<file path="config.mk">
export PLATFORM = sky130hd
export DESIGN_NAME = prv32_div_unit
export DESIGN_NICKNAME = d
export VERILOG_FILES = /design/src/rtl/prv32_div_unit.sv
export SDC_FILE = /design/constraint.sdc
export NUM_CORES = 1
export LEC_CHECK = 0
export BUFFER_PORTS_ARGS = -buffer_cell sky130_fd_sc_hd__clkbuf_2
export CAP_MARGIN = 20
export CORE_UTILIZATION = 55
export DETAILED_ROUTE_END_ITERATION = 12
export GPL_ROUTABILITY_DRIVEN = 0
export PLACE_DENSITY = 0.74
export SETUP_SLACK_MARGIN = 0.05
export SYNTH_ARGS = -nofsm -noshare
export SYNTH_HDL_FRONTEND = slang
export SYNTH_SLANG_ARGS = --single-unit
export TNS_END_PERCENT = 20
</file>
<file path="constraint.sdc">
create_clock -name clk -period 9.2 [get_ports clk]
set_clock_uncertainty 0.2 [all_clocks]
set_input_delay 0.46 -clock clk [delete_from_list [all_inputs] [get_ports clk]]
set_output_delay 0.46 -clock clk [all_outputs]
set_load 0.005 [all_outputs]
</file>
<file path="src/rtl/prv32_div_unit.sv">
// Iterative radix-2 restoring divider for RV32M DIV/DIVU/REM/REMU.
// One quotient bit per cycle; divide-by-zero and overflow may bypass the loop.
module prv32_div_unit #(
  parameter bit FAST_SPECIAL = 1'b1
) (
  input  logic        clk,
  input  logic        rst,
  input  logic        start,
  input  logic [1:0]  op,
  input  logic [31:0] a,
  input  logic [31:0] b,
  input  logic        flush,
  output logic        busy,
  output logic        done,
  output logic [31:0] r
);

  localparam logic [1:0] S_IDLE = 2'd0;
  localparam logic [1:0] S_BUSY = 2'd1;
  localparam logic [1:0] S_DONE = 2'd2;

  logic [1:0]  r_state;
  logic [4:0]  r_cnt;
  logic [31:0] r_a;
  logic [31:0] r_b;
  logic [1:0]  r_op;
  logic [31:0] r_rem;
  logic [31:0] r_quo;
  logic [31:0] r_res;

  logic        w_accept;
  logic        w_spec_in;
  logic [31:0] w_amag;
  logic [31:0] w_div;
  logic [32:0] w_sh;
  logic [32:0] w_trial;
  logic        w_ge;
  logic [31:0] w_rem_n;
  logic [31:0] w_quo_n;

  // Final sign fix-up, with RISC-V defined results for b=0 and overflow.
  function automatic logic [31:0] fin(
    input logic [1:0]  f,
    input logic [31:0] x,
    input logic [31:0] y,
    input logic [31:0] q,
    input logic [31:0] rm
  );
    logic sgn;
    logic isrem;
    sgn   = ~f[0];
    isrem = f[1];
    if (y == 32'd0)
      fin = isrem ? x : 32'hFFFF_FFFF;
    else if (sgn && x == 32'h8000_0000 && y == 32'hFFFF_FFFF)
      fin = isrem ? 32'd0 : 32'h8000_0000;
    else if (isrem)
      fin = (sgn && x[31]) ? -rm : rm;
    else
      fin = (sgn && (x[31] ^ y[31])) ? -q : q;
  endfunction

  assign w_accept  = start && !flush &&
                     (r_state == S_IDLE || r_state == S_DONE);
  assign w_spec_in = (b == 32'd0) ||
                     (!op[0] && a == 32'h8000_0000 && b == 32'hFFFF_FFFF);
  assign w_amag    = (!op[0] && a[31]) ? -a : a;
  assign w_div     = (!r_op[0] && r_b[31]) ? -r_b : r_b;

  assign w_sh    = {r_rem, r_quo[31]};
  assign w_trial = w_sh - {1'b0, w_div};
  assign w_ge    = ~w_trial[32];
  assign w_rem_n = w_ge ? w_trial[31:0] : w_sh[31:0];
  assign w_quo_n = {r_quo[30:0], w_ge};

  always_ff @(posedge clk or posedge rst) begin
    if (rst) begin
      r_state <= S_IDLE;
      r_cnt   <= 5'd0;
      r_a     <= 32'd0;
      r_b     <= 32'd0;
      r_op    <= 2'd0;
      r_rem   <= 32'd0;
      r_quo   <= 32'd0;
      r_res   <= 32'd0;
    end else if (w_accept) begin
      r_a   <= a;
      r_b   <= b;
      r_op  <= op;
      r_cnt <= 5'd0;
      r_rem <= 32'd0;
      r_quo <= w_amag;
      if (FAST_SPECIAL && w_spec_in) begin
        r_state <= S_DONE;
        r_res   <= fin(op, a, b, 32'd0, 32'd0);
      end else begin
        r_state <= S_BUSY;
      end
    end else if (r_state == S_BUSY) begin
      if (flush) begin
        r_state <= S_IDLE;
      end else begin
        r_rem <= w_rem_n;
        r_quo <= w_quo_n;
        r_cnt <= r_cnt + 5'd1;
        if (r_cnt == 5'd31) begin
          r_state <= S_DONE;
          r_res   <= fin(r_op, r_a, r_b, w_quo_n, w_rem_n);
        end
      end
    end else if (r_state == S_DONE) begin
      r_state <= S_IDLE;
    end
  end

  assign busy = (r_state == S_BUSY);
  assign done = (r_state == S_DONE);
  assign r    = r_res;

endmodule
</file>
# ---- Word-level counts from Yosys, hierarchy flattened
# Index checks and enable logic that the tools add are counted.
dict set report totals {
  reg_bits 169
  output_inout_bits 34
  wordCells 88
}
dict set report classes {
  add_sub_neg 6
  n_eq_ne 10
  muxes 34
  n_bitwise 4
  reduce_logical 26
}
# op n
set ops {}
lappend ops {{$mux 32} 25}
lappend ops {{$eq 32x32->1 const B} 4}
lappend ops {{$neg 32->32} 4}
lappend ops {{$logic_not 32->1} 2}
lappend ops {{$sub 33x32->33} 1}
lappend ops {{$mux 5} 3}
lappend ops {{$logic_and 1x1->1} 12}
lappend ops {{$mux 2} 6}
lappend ops {{$add 5x1->5 const B} 1}
lappend ops {{$eq 5x5->1 const B} 1}
lappend ops {{$ne 2x1->1 const B} 2}
lappend ops {{$ne 4x2->1 const B} 1}
lappend ops {{$reduce_and 2->1} 2}
lappend ops {{$reduce_and 4->1} 1}
lappend ops {{$reduce_bool 2->1} 2}
lappend ops {{$logic_not 1->1} 3}
lappend ops {{$not 1->1} 3}
lappend ops {{$reduce_bool 3->1} 1}
lappend ops {{$eq 2x1->1 const B} 1}
lappend ops {{$eq 2x2->1 const B} 1}
lappend ops {{$logic_not 2->1} 1}
lappend ops {{$logic_or 1x1->1} 2}
lappend ops {{$xor 1x1->1} 1}

# ---- Depth between registers and ports, before layout
dict set report logic_depth {
  word_depth 14
  mapped_depth 31
  depth_no_buf 27
}

# ---- Least setup slack after synthesis
# Ideal clock, no wire load.
dict set report synth_timing {
  kind {flip-flop to flip-flop}
  from {register r_b[14]}
  to {register r_res[28] (netlist: r[28])}
  setup_time_ps 125
  arrival_time_ps 6613
  required_ps 8875
  setup_slack_ps 2262
  stages_incl_launch_ff 32
  path_cell_list {dfrtp_1 > or3_1 > or3_1 > nor2_1 > nand2_1 > or3_1 > nand2_1 > xor2_1 > ha_1 > clkbuf_1 > a21oi_1 > o21ai_0 > a221o_1 > a211o_1 > nor3_2 > nor2_4 > inv_2 > buf_2 > buf_2 > buf_2 > nor2_1 > a21oi_1 > ha_1 > nand2_1 > nor4_1 > a21boi_0 > o22ai_1 > or3_1 > buf_2 > nor4b_1 > mux2i_1 > a21oi_1}
}
dict set report synth_via {
  elab_chain_len 13
}
# item line_no
set synth_lines {}
lappend synth_lines {{from (decl)} 25} ;# logic [31:0] r_b;
lappend synth_lines {{from (signal assigned)} 81} ;# r_b <= 32'd0;
lappend synth_lines {{from (signal assigned)} 88} ;# r_b <= b;
lappend synth_lines {{$neg 32->32} 68} ;# assign w_div = (!r_op[0] && r_b[31]) ? -r_b : r_b;
lappend synth_lines {{$mux 32} 68}
lappend synth_lines {{$sub 33x32->33} 71} ;# assign w_trial = w_sh - {1'b0, w_div};
lappend synth_lines {{$mux 32 / $not 1->1 (equally long branches)} {73, 72}}
lappend synth_lines {{$neg 32->32, on equally long branches} {58, 60}}
lappend synth_lines {{$mux 32, on equally long branches} {58, 60}}
lappend synth_lines {{$mux 32} 57} ;# else if (isrem)
lappend synth_lines {{$mux 32} 55} ;# else if (sgn && x == 32'h8000_0000 && y == 32'hFFFF_FFFF)
lappend synth_lines {{$mux 32 *} 53} ;# if (y == 32'd0)
lappend synth_lines {{$mux 32 *} 106} ;# if (r_cnt == 5'd31) begin
lappend synth_lines {{$mux 32 *} 100} ;# if (flush) begin
lappend synth_lines {{$mux 32 *} 99} ;# end else if (r_state == S_BUSY) begin
lappend synth_lines {{$mux 32 *} 86} ;# end else if (w_accept) begin
lappend synth_lines {{to (signal assigned)} 95} ;# r_res <= fin(op, a, b, 32'd0, 32'd0);
lappend synth_lines {{to (signal assigned)} 108} ;# r_res <= fin(r_op, r_a, r_b, w_quo_n, w_rem_n);
lappend synth_lines {{to (decl)} 29} ;# logic [31:0] r_res;
# Mark *: on every way between the ends. The rest lies on a longest branch, timed or not. The select of a mux whose other input is x is not followed.
# A chain may end at the register's enable or synchronous reset.

# ---- Worst setup path in the final report
dict set report layout_timing {
  from {register r_b[2]}
  to {register r_res[28] (netlist: r[28])}
}
# Same word-level chain as after synthesis.

==> results.yml <==
floorplanning:
  core_area_mm2: 0.0238
  initial_core_util: 0.567
  chipWidth_um: 159
  io_pins: 104
  rows: 56
  dieHeight_um: 159
  die_area_mm2: 0.0251
route:
  routed-via-count: 14400
  dr.first_iter.drc_count: 1740
  routedWlPerCell_um: 22.9
  route.detailed.drc: 0
  firstDrtPassIters: 6
  drt_wl_total_mm: 48.7
  detail-route-antenna-nets: 0
  avgViaCountPerCell: 6.78
global_routing:
  grt_first_pass_wirelength_mm: 75.0
  global_route_usage_over_all_layers: 0.395
  grt_antenna_before_repair: 0
  first_global_vias: 13300
  grt-ovfl-total: 0
  pin_count_of_the_biggest_net_entering_global_routing: 101
min_path:
  worstHoldPathType: "input port to asynchronous set/reset pin"
synth:
  synth_mux_area_frac: 0.0198
  synth.area.top_cells: "dfrtp_1, nand2_1, o21ai_0, xnor2_1, a21oi_1"
  synthXorXnorAreaFrac: 0.0812
  synthMostInstantiatedCell: "nand2_1"
  dominant_combinational_cell_family_by_area_after_synthesis: "compound AO/OA/AOI/OAI gates"
  ys_seq_area_frac: 0.314
  synth_compound_area_frac: 0.269
  synth-main-ff-cell: "dfrtp_1"
  synth_common_cells: "nand2_1, o21ai_0, dfrtp_1"
  synth-edff-count: 0
  syn-mean-instance-area_um2: 7.71
  synth_warnings: 0
  netlist-cell-type-count: 88
  synth_top_area_frac: 0.314
  post_synth_fa_ha_maj_area_fraction: 0.0405
  yosys.area.top_type: "dfrtp_1"
  synth_area_in_simple_gates: 0.235
  ys_seq_elements: 169
  netlist_instances: 1748
  synth_nets: 1861
  cell_area_after_synthesis_mm2: 0.0135
  async_flop_share: 1.00
power:
  p_per_area_mw_per_mm2: 330
  leakage_nw: 6.41
  power.share.clock: 0.149
  irDropWorstVdd_uv: 162
  power.sequential.fraction: 0.269
  power.share.switching: 0.515
  internal-power_mw: 2.37
  comb_power_share: 0.581
  power.net_switching_mw: 2.51
cells_and_area:
  layout_overhead_on_the_synthesized_area_pct: 9.90
  final-instance-count-excl-fill: 2122
  fin_nets: 1904
  drive_gt1_frac: 0.106
  antennaDiodeCount: 0
  postLayoutCellArea_mm2: 0.0148
clock_network:
  ctsLongestPathBuffers: 2
  hold_buffers: 0
  post_cts_resize_count: 0
  ctsHtreeMaxLevel: 4
  cts_tree: "yes"
  worst_setup_hold_path_clk_slew_ps: 80
  number_of_cts_inserted_buffers: 17
  clk-insertion-delay-late_ps: 450
  cts_setup_buffers: 0
  tritoncts_num_sinks: 169
  clockRootBuffer: "clkbuf_16"
sta:
  setup_viol: 0
  setup_tns_ps: 0
  final_min_period_over_clock_period: 0.860
  drv_slew: 0
  rsz0062_at_grt: "false"
  max_freq_mhz: 126
  period_minus_slack_ps: 7910
  hold_violations: 0
  worst_pin_slew_ps: 1160
  timing.max_slew.rel_slack: 0.227
setup_path:
  timing.critical_path.to_type: "flip-flop"
  crit_type: "flip-flop to flip-flop"
  critPathLaunchType: "flip-flop"
  rrSetupSlack_ps: 1290
  critical_path_peak_fanout: 19
  worstPathRequired_ps: 9320
  worstPathArrival_ps: 8030
  worstRegToRegCells: 26
  regToRegEndpoint: "r[28]$_DFFE_PP0P_"
  critical_path.reg2reg.startpoint: "r_b[2]$_DFFE_PP0P_"
placement:
  postPlaceCellArea_mm2: 0.0142
  detailed_placer_s_ending_hpwl_mm: 35.8
  portBuffers: 103
  dp.cells: 2089
flow_run:
  maxCapViolations: 0
outcome:
  status: "completed"
[per-stage QoR]
step | setup WS, ps | power, mW | util | hold WS [ps]
6_report | 1290 | 4.88 | 0.623 | 9.55
5_1_grt | 751 | 5.16 | 0.623 | 47.1
4_1_cts | 1460 | 4.76 | 0.621 | 36.0
3_5_place_dp | 1520 | 4.03 | 0.597 | 279
3_3_place_gp | 1930 | 3.97 | 0.597 | 268
2_1_floorplan | 2260 | 3.23 | - | 260
[worst max-delay path by stage]
stage | endpoint | slack, ps | start | cells past startpoint
after floorplan | r[28]$_DFFE_PP0P_ | 2260 | r_b[14]$_DFFE_PP0P_ | 31
after detailed placement | r[28]$_DFFE_PP0P_ | 1520 | r_b[2]$_DFFE_PP0P_ | 26
final | r[28]$_DFFE_PP0P_ | 1290 | r_b[2]$_DFFE_PP0P_ | 26
after CTS | r[28]$_DFFE_PP0P_ | 1460 | r_b[2]$_DFFE_PP0P_ | 26
after global placement | r[28]$_DFFE_PP0P_ | 1930 | r_b[2]$_DFFE_PP0P_ | 26
after global routing | r[28]$_DFFE_PP0P_ | 750 | r_b[2]$_DFFE_PP0P_ | 26
[power by group through the flow]
| stage | clock, mW | combinational [mW] | sequential [mW] |
|---|---|---|---|
| 4_1_cts | 0.725 | 2.75 | 1.29 |
| 3_3_place_gp | 0 | 2.68 | 1.29 |
| 6_report | 0.729 | 2.84 | 1.32 |
| 3_5_place_dp | 0 | 2.73 | 1.30 |
| 5_1_grt | 0.753 | 3.08 | 1.33 |
| 2_1_floorplan | 0 | 2.06 | 1.17 |
[placed cells by master, fill, tap and decap left out, types with 26 or more instances in the layout]
cell type  Yosys  routed
nor2_1       119     117
xnor2_1       80      80
or3_1         26      26
nor3_1        43      43
a22oi_1       32      32
nand4_1       33      33
dfrtp_1      169     169
a21oi_1      135     134
nor4_1        37      36
nand2_1      313     313
o31ai_1       33      33
clkbuf_2       0     103
ha_1          42      42
inv_1         38      37
xor2_1        45      45
o21ai_0      187     187
[layout make-up]
class                   count  area, µm²
fillers                  2125       8940
multi-input cells        1439       8740
flip-flops and latches    169       4230
repair buffers            125        721
clock buffers              18        439
well taps                 319        399
inverters                  39        151
clock inverters            13        133
[critical path, stage by stage, from the launching register on]
cell      delay (ps)
dfrtp_1          460
nor3_1           270
nand3_1          170
nor2_1           200
nand3_1          200
or3_1            380
o31ai_1          260
xor2_1           290
ha_1             340
a21oi_1          220
o21ai_1          160
a221o_1          380
a211o_1          370
nor3_2           790
nor2_4            30
inv_2            310
nor2_1            70
a21oi_1          220
ha_1             300
nand2_1          120
nor4_1           270
a21boi_0         220
o22ai_1          190
or3_1            560
nor4b_1          480
mux2i_1          260
a21oi_1           80
[kinds of logic after synthesis]
family / Yosys count
AOI/OAI and AO/OA: 568
xor gates and xnor gates: 125
adders and majority gates: 43
buffers and inverters: 140
DFF: 169
muxes: 26
and+or+nand+nor: 677
[flip-flops by register name, indices dropped and copies added (netlist names)]
| signal | count |
|---|---|
| r | 32 |
| r_a | 32 |
| r_b | 32 |
| r_quo | 32 |
| r_rem | 32 |
| r_cnt | 5 |
| r_op | 2 |
| r_state | 2 |
[layer usage]
layer	routed length, µm	global-route usage	up-vias
met1	19400	0.535	6762
met3	6040	0.111	207
li1	-	-	6467
met2	20800	0.582	943
met5	0	0	-
met4	2380	0.181	0
Power figures use the tool's default switching activity.
